===== config.mk =====
export PLATFORM = sky130hd
export DESIGN_NAME = xbar_ch_reorder_buf
export DESIGN_NICKNAME = d
export VERILOG_FILES = /design/src/rtl/xbar_ch_reorder_buf.sv
export SDC_FILE = /design/constraint.sdc
export NUM_CORES = 2
export LEC_CHECK = 0
export CAP_MARGIN = 25
export CELL_PAD_IN_SITES_DETAIL_PLACEMENT = 0
export CELL_PAD_IN_SITES_GLOBAL_PLACEMENT = 2
export CORE_ASPECT_RATIO = 2
export CORE_MARGIN = 1.5
export CORE_UTILIZATION = 44
export CTS_BUF_LIST = sky130_fd_sc_hd__clkbuf_2
export CTS_CLUSTER_SIZE = 20
export DETAILED_ROUTE_END_ITERATION = 7
export PLACE_DENSITY = 0.95
export SLEW_MARGIN = 40
export SYNTH_ARGS = -nofsm -noshare
export SYNTH_HDL_FRONTEND = slang
export SYNTH_SLANG_ARGS = --single-unit

===== constraint.sdc =====
create_clock -name clk_i -period 21.9 [get_ports clk_i]
set_input_delay 5.475 -clock clk_i [delete_from_list [all_inputs] [get_ports clk_i]]
set_output_delay 5.475 -clock clk_i [all_outputs]
set_load 0.02 [all_outputs]

===== src/rtl/xbar_ch_reorder_buf.sv =====
// Per-channel read-return reorder buffer. Hands out in-order 3-bit tags for
// read requests and accepts out-of-order returns from four banks. Data goes
// back to the channel strictly in tag order over a valid/ready handshake.
module xbar_ch_reorder_buf #(
    parameter logic [1:0] CH_ID = 2'd0
) (
    input  logic         clk_i,
    input  logic         rst_i,

    input  logic         alloc_valid_i,
    output logic         alloc_ready_o,
    output logic [2:0]   alloc_rob_num_o,

    input  logic         bank0_sc_xbar_valid_i,
    output logic         bank0_sc_xbar_allowIn_o,
    input  logic [1:0]   bank0_sc_xbar_ch_id_i,
    input  logic [2:0]   bank0_sc_xbar_rob_num_i,
    input  logic [127:0] bank0_sc_xbar_data_i,

    input  logic         bank1_sc_xbar_valid_i,
    output logic         bank1_sc_xbar_allowIn_o,
    input  logic [1:0]   bank1_sc_xbar_ch_id_i,
    input  logic [2:0]   bank1_sc_xbar_rob_num_i,
    input  logic [127:0] bank1_sc_xbar_data_i,

    input  logic         bank2_sc_xbar_valid_i,
    output logic         bank2_sc_xbar_allowIn_o,
    input  logic [1:0]   bank2_sc_xbar_ch_id_i,
    input  logic [2:0]   bank2_sc_xbar_rob_num_i,
    input  logic [127:0] bank2_sc_xbar_data_i,

    input  logic         bank3_sc_xbar_valid_i,
    output logic         bank3_sc_xbar_allowIn_o,
    input  logic [1:0]   bank3_sc_xbar_ch_id_i,
    input  logic [2:0]   bank3_sc_xbar_rob_num_i,
    input  logic [127:0] bank3_sc_xbar_data_i,

    output logic         ch_rtn_data_valid_o,
    input  logic         ch_rtn_data_ready_i,
    output logic [127:0] ch_rtn_data_o,

    output logic         rob_err_o
);

    localparam int unsigned Depth = 8;
    localparam int unsigned NumBanks = 4;

    logic [Depth-1:0] alloc_q, alloc_d;
    logic [Depth-1:0] done_q, done_d;
    logic [127:0]     data_q [Depth];
    logic [2:0]       head_q, head_d;
    logic [2:0]       tail_q, tail_d;
    logic [3:0]       count_q, count_d;
    logic             err_q, err_d;

    logic [NumBanks-1:0] bank_valid;
    logic [1:0]          bank_ch [NumBanks];
    logic [2:0]          bank_tag [NumBanks];
    logic [127:0]        bank_data [NumBanks];

    logic [NumBanks-1:0] bank_hit;
    logic [NumBanks-1:0] bank_dup;
    logic [NumBanks-1:0] bank_we;
    logic                fill_err;
    logic                alloc_fire;
    logic                alloc_err;
    logic                pop;

    assign bank_valid = {bank3_sc_xbar_valid_i, bank2_sc_xbar_valid_i,
                         bank1_sc_xbar_valid_i, bank0_sc_xbar_valid_i};
    assign bank_ch[0]   = bank0_sc_xbar_ch_id_i;
    assign bank_ch[1]   = bank1_sc_xbar_ch_id_i;
    assign bank_ch[2]   = bank2_sc_xbar_ch_id_i;
    assign bank_ch[3]   = bank3_sc_xbar_ch_id_i;
    assign bank_tag[0]  = bank0_sc_xbar_rob_num_i;
    assign bank_tag[1]  = bank1_sc_xbar_rob_num_i;
    assign bank_tag[2]  = bank2_sc_xbar_rob_num_i;
    assign bank_tag[3]  = bank3_sc_xbar_rob_num_i;
    assign bank_data[0] = bank0_sc_xbar_data_i;
    assign bank_data[1] = bank1_sc_xbar_data_i;
    assign bank_data[2] = bank2_sc_xbar_data_i;
    assign bank_data[3] = bank3_sc_xbar_data_i;

    // Entries are reserved at allocation, so returns are never back-pressured.
    assign bank0_sc_xbar_allowIn_o = 1'b1;
    assign bank1_sc_xbar_allowIn_o = 1'b1;
    assign bank2_sc_xbar_allowIn_o = 1'b1;
    assign bank3_sc_xbar_allowIn_o = 1'b1;

    assign alloc_ready_o       = (count_q != 4'd8);
    assign alloc_rob_num_o     = tail_q;
    assign alloc_fire          = alloc_valid_i & alloc_ready_o;
    assign alloc_err           = alloc_valid_i & ~alloc_ready_o;
    assign ch_rtn_data_valid_o = alloc_q[head_q] & done_q[head_q];
    assign ch_rtn_data_o       = ch_rtn_data_valid_o ? data_q[head_q] : '0;
    assign pop                 = ch_rtn_data_valid_o & ch_rtn_data_ready_i;
    assign rob_err_o           = err_q;

    // Decode bank returns: lowest bank wins a same-tag collision; a winner
    // only writes if its entry is allocated and still waiting for data.
    always_comb begin
        bank_hit = '0;
        bank_dup = '0;
        bank_we  = '0;
        fill_err = 1'b0;
        for (int b = 0; b < NumBanks; b++) begin
            bank_hit[b] = bank_valid[b] & (bank_ch[b] == CH_ID);
        end
        for (int b = 1; b < NumBanks; b++) begin
            for (int c = 0; c < b; c++) begin
                if (bank_hit[b] && bank_hit[c] && (bank_tag[b] == bank_tag[c])) begin
                    bank_dup[b] = 1'b1;
                end
            end
        end
        for (int b = 0; b < NumBanks; b++) begin
            bank_we[b] = bank_hit[b] & ~bank_dup[b] & alloc_q[bank_tag[b]] &
                         ~done_q[bank_tag[b]];
            if (bank_dup[b] || (bank_hit[b] && !bank_we[b])) begin
                fill_err = 1'b1;
            end
        end
    end

    // Next-state for entry flags, pointers, occupancy and the sticky error.
    always_comb begin
        alloc_d = alloc_q;
        done_d  = done_q;
        for (int b = 0; b < NumBanks; b++) begin
            if (bank_we[b]) begin
                done_d[bank_tag[b]] = 1'b1;
            end
        end
        if (pop) begin
            alloc_d[head_q] = 1'b0;
            done_d[head_q]  = 1'b0;
        end
        // Tail never equals an allocated head here, so this cannot clash with pop.
        if (alloc_fire) begin
            alloc_d[tail_q] = 1'b1;
            done_d[tail_q]  = 1'b0;
        end
        head_d  = pop ? head_q + 3'd1 : head_q;
        tail_d  = alloc_fire ? tail_q + 3'd1 : tail_q;
        count_d = count_q + {3'd0, alloc_fire} - {3'd0, pop};
        err_d   = err_q | alloc_err | fill_err;
    end

    // Control state register; reset discards all entries immediately.
    always_ff @(posedge clk_i or posedge rst_i) begin
        if (rst_i) begin
            alloc_q <= '0;
            done_q  <= '0;
            head_q  <= '0;
            tail_q  <= '0;
            count_q <= '0;
            err_q   <= 1'b0;
        end else begin
            alloc_q <= alloc_d;
            done_q  <= done_d;
            head_q  <= head_d;
            tail_q  <= tail_d;
            count_q <= count_d;
            err_q   <= err_d;
        end
    end

    // Payload storage; unreset because the output is masked until done is set.
    always_ff @(posedge clk_i) begin
        for (int b = 0; b < NumBanks; b++) begin
            if (bank_we[b]) begin
                data_q[bank_tag[b]] <= bank_data[b];
            end
        end
    end

endmodule


* Word-level counts from Yosys, hierarchy flattened
Memory sizes are Yosys's and may differ from the RTL's.
Cells that the tools add are included.
** Operators by class
- $add $sub $neg :: 4
- $lt $le $gt $ge :: 12
- Eq/ne operators :: 7
- Mux-type cells :: 59
- Bitwise gates (word level) :: 39
- Reduce and logical (&&, ||, !) cells :: 33
** Operator list (number)
- 2-to-1 mux 128 bit :: 1
- 2-to-1 mux 8 bit :: 8
- bitwise OR 8 bit :: 5
- 2-to-1 mux 1 bit :: 34
- binary-select mux 1 bit (select 3 bit) :: 10
- bitwise AND 8 bit :: 3
- less-than comparator 3 x 4 -> 1 bit, second input constant :: 6
- logical AND 1 bit :: 22
- bitwise AND 1 bit :: 19
- demux 1 bit (select 3 bit) :: 6
- == test 3 bit :: 6
- greater-or-equal comparator 3 x 1 -> 1 bit, second input constant :: 6
- inverter 8 bit :: 2
- zero test 2 bit :: 4
- inverter 1 bit :: 8
- adder 3 x 1 -> 3 bit, second input constant :: 2
- adder 4 x 1 -> 4 bit :: 1
- zero test 1 bit :: 4
- != test 4 bit, second input constant :: 1
- subtractor 4 x 1 -> 4 bit :: 1
- logical OR 1 bit :: 3
- bitwise OR 1 bit :: 2
** Word-level totals
- Register bits :: 27
- Bits in writable memories :: 1024
- Output and inout bits :: 138
- Memories :: 1
** Memory list
- data_q :: depth 8, bits a word 128, rd ports 1, clocked after Yosys merged registers in 0, wr ports 4, line 50 : logic [127:0] data_q [Depth];

* Longest topological paths before layout
- Depth in word-level cells :: 18
- Mapped depth :: 12

* Least setup slack after synthesis
No wires, ideal clock.
- Path kind :: input to register
- Start :: input bank0_sc_xbar_ch_id_i[1]
- End :: memory data_q[0][0] (enable)
- Library setup time :: 1702 ps
- Arrival time :: 10762 ps
- Path slack :: 9436 ps
- Stages on the path :: 9
- Path buffers :: 4
- Path through :: or3b_2 nor4_1 or4_1 buf_2 or3_1 clkbuf_1 clkbuf_1 buf_2 nand4_1
** RTL lines
- start: declaration :: line 16 : input logic [1:0] bank0_sc_xbar_ch_id_i,
- end: declaration :: line 50

* Worst setup path after layout
- Start :: register head_q[2]
- End :: output ch_rtn_data_o[90]
** Between the ends
- Longest elaborated chain between the ends :: 4
- Elaborated cells between the ends (all ways) :: 7
- Classes of those cells :: mux (5); bitwise (1); memory (1)
** RTL lines
- start: declaration :: line 51 : logic [2:0] head_q, head_d;
- start signal: assignment :: line 154 : head_q <= '0;
- start signal: assignment :: line 161 : head_q <= head_d;
- binary-select mux 1 bit (select 3 bit) :: line 94 : assign ch_rtn_data_valid_o = alloc_q[head_q] & done_q[head_q];
- 2-to-1 mux 1 bit (implied by the code) :: line 94
- bitwise AND 1 bit :: line 94
- 2-to-1 mux 128 bit * :: line 95 : assign ch_rtn_data_o = ch_rtn_data_valid_o ? data_q[head_q] : '0;
- end: declaration :: line 40 : output logic [127:0] ch_rtn_data_o,
Every way passes the cells marked *; elsewhere a longest branch is shown, timed or not. The select of a mux whose other input is x is not followed.

==> results.md <==
* Critical path data required time at 16.43 ns
* CTS clk-pin slew, worst paths at 0.13 ns
* Sequential area share after synthesis at 0.4286
* Vias per cell at about 7
* Layout Utilization at 0.5087
* Fmax at between 0.08 and 0.09 GHz
* Placed wire-length estimate at around 190000 µm
* Max cap viols at 0
* Final period util at 0.5107
* Hold Path Depth at 1
* Area of the die at 0.1692 mm²
* Die Span Y at slightly below 600 µm
* Largest net degree at the start of global routing at around 130
* Synthesized area at approximately 0.073 mm²
* Layout area overhead at 14.66%
* First drt pass iteration count at 6
* WL/cell at about 35 µm
* Placer's final routability congestion estimate at 0.9176
* Die Width at approximately 290 µm
* Sum of negative setup slack at 0 ns
* CTS tree: yes
* Leak at about 0.032 µW
* First-pass GRT wire length at around 460000 µm
* # nets final at 7393
* Share of the synthesized area in the top cell type at 0.4194
* Root Driver: clkbuf_2
* Fin Hold WS at around 0.53 ns
* Post-cts sizing count at 0
* Tmin final at 11.19 ns
* Worst slew margin at 0.3200
* Slew Viols, Final at 0
* Most common cell in the netlist: edfxtp_1
* Avg Cell Area, Syn at around 11 µm²
* FFs w/ async S/R, synth at 0.02569
* Worst setup EP type: primary output
* WS Path Type: reg -> out
* WP data arrival at ~5.7 ns
* Ys Warns at 0
* Predominant post-synthesis flop cell: edfxtp_1
* Worst flop-to-flop path endpoint: data_q[2][87]$_DFFE_PP_
* Commonest cells in the synthesized netlist: 1024 x edfxtp_1, 672 x nand2_1, 646 x mux2i_1
* Gr ovfl total at 0
* Cts bufs inserted at ~250
* Port Buffers at about 670
* Area leader, netlist: edfxtp_1
* Reg2Reg Depth at 8
* Cell Rows at 211
* Hold path start: count_q[0]$_DFF_PP0_
* Ports at approximately 680
* Starting Density at 0.4436
* Outcome: finished, final reports clean
* Worst Skew at around 0.22 ns
* Post-CTS setup buffers at 0
* Worst min path class: reg -> reg
* DRC violation count after routing at 0
* Clk sinks at 1051
* Synth Instances at 6507
* Total Wirelength at 326900 µm
* Fin. Hold Viols at 0
* Vias in the first global route at 65400
* Critical path fanouts, max at 35
* Layout cells sized above 1 at 0.2382
* Initial antenna violation count at 94
* Reg2reg start: alloc_q[5]$_DFF_PP0_
* Clk_lat worst skew at 1.68 ns
* Via count at approximately 65000
* # hold bufs at CTS at 0
* Clock Path Buffers at 4
* H-tree levels at 4
* Distinct cell type count after synthesis at 68
* Final setup viols at 0
* Startpoint types: register
* Synth area leaders: edfxtp_1 42%, mux2_2 9.5%, mux2i_1 8.8%
* Hold endpoint: count_q[0]$_DFF_PP0_
* Core area at roughly 0.17 mm²
* Post-synth EDFFs at 1024
* Routed Antenna Nets at 0
* Initial DRC count at around 8700
* Register bit count reported by yosys at 1051
* GR Util All Layers at 0.3737
* RSZ-0062 raised after global routing: false
* Fillcell total at 14803
* Worst-Margin Slew at slightly above 1 ns
* Maximum vdd drop at between 0.08 and 0.09 mV
* Worst R2R Setup Slack at approximately 16 ns
* Power per cell area at ~80 mW/mm²
[logic make-up (layout without fill, tap and decap cells)]
family	after synthesis	count (layout)	synth area share
fa+ha+maj	8	8	0.001468
flops	1051	1051	0.4286
compound gates	1583	1583	0.1329
mux	1789	1789	0.3146
simple gates	1279	1279	0.07592
other cells	1	60	0.00005115
xor+xnor	23	23	0.002747
buf+inv	773	1295	0.04372
[layout by cell type (no fill, tap or decap), types with 69 or more instances in the layout]
master,n
clkdlybuf4s50_1,673
nor2_1,273
buf_4,98
o21ai_0,542
a22o_1,69
mux4_2,264
mux2_2,616
o32ai_1,198
o21a_1,69
a21oi_1,367
and3_1,134
clkbuf_2,358
nor3_1,85
nand2_1,672
o22ai_1,167
mux2_4,201
edfxtp_1,1024
mux2i_1,646
[worst max path at each step]
| stage | start | endpoint | slack (ns) | cells past startpoint |
|---|---|---|---|---|
| finish | head_q[2]$_DFFE_PP0P_ | ch_rtn_data_o[90] | 10.71 | 9 |
| global route | head_q[2]$_DFFE_PP0P_ | ch_rtn_data_o[90] | 10.58 | 9 |
| CTS | head_q[2]$_DFFE_PP0P_ | ch_rtn_data_o[77] | 10.63 | 9 |
| detailed placement | bank2_sc_xbar_rob_num_i[2] | data_q[2][127]$_DFFE_PP_ | 10.35 | 10 |
| global placement | bank2_sc_xbar_rob_num_i[2] | data_q[2][127]$_DFFE_PP_ | 10.36 | 10 |
| floorplan | bank0_sc_xbar_ch_id_i[1] | data_q[0][0]$_DFFE_PP_ | 9.44 | 9 |
[per-stage QoR]
step           setup WS (ns)  std cells  total power (µW)  area, µm²
6_report               10.71       9218              6731      84070
5_1_grt                10.58       9195              6927      84010
4_1_cts                10.63       9158              6704      83820
3_5_place_dp           10.35       8722              5397      81680
3_3_place_gp           10.36       8696              5338      81000
2_1_floorplan          9.436       6510              4152      73330
[flip-flops by register name (all words and copies together), names as in the netlist]
| register | count |
|---|---|
| count_q | 4 |
| rob_err_o | 1 |
| head_q | 3 |
| done_q | 8 |
| alloc_rob_num_o | 3 |
| alloc_q | 8 |
| data_q | 1024 |
[final cells by class]
type	count	area, µm²	area share
timing repair buffer	843	8682	0.1033
clock buffer	358	1792	0.02131
tap	2130	2665	0.03170
sequential	1051	31440	0.3739
inverter	16	60.06	0.0007144
antenna	56	140.1	0.001667
clock inverter	78	344.1	0.004093
multi-input combinational	4686	38950	0.4633
[metal layers]
metal / GRT usage / routed length [µm]
met5: 0 / 580
met3: 0.1011 / 41320
met4: 0.2554 / 24270
met2: 0.6137 / 154500
met1: 0.4223 / 106200
[power breakdown]
group	internal, µW	switching (µW)
Sequential	2320	92.2
Clock	451	884
Combinational	1280	1700
[worst max-delay path, stage by stage, from the launching register on]
cell and delay (ns):
dfrtp_4 0.72, buf_12 0.30, mux4_2 0.53, mux2_2 0.27, o211ai_1 0.18, buf_4 0.59, buf_4 0.57, buf_12 0.25
nor2_1 0.15, clkdlybuf4s50_1 0.57
Power figures use the tool's default switching activity.
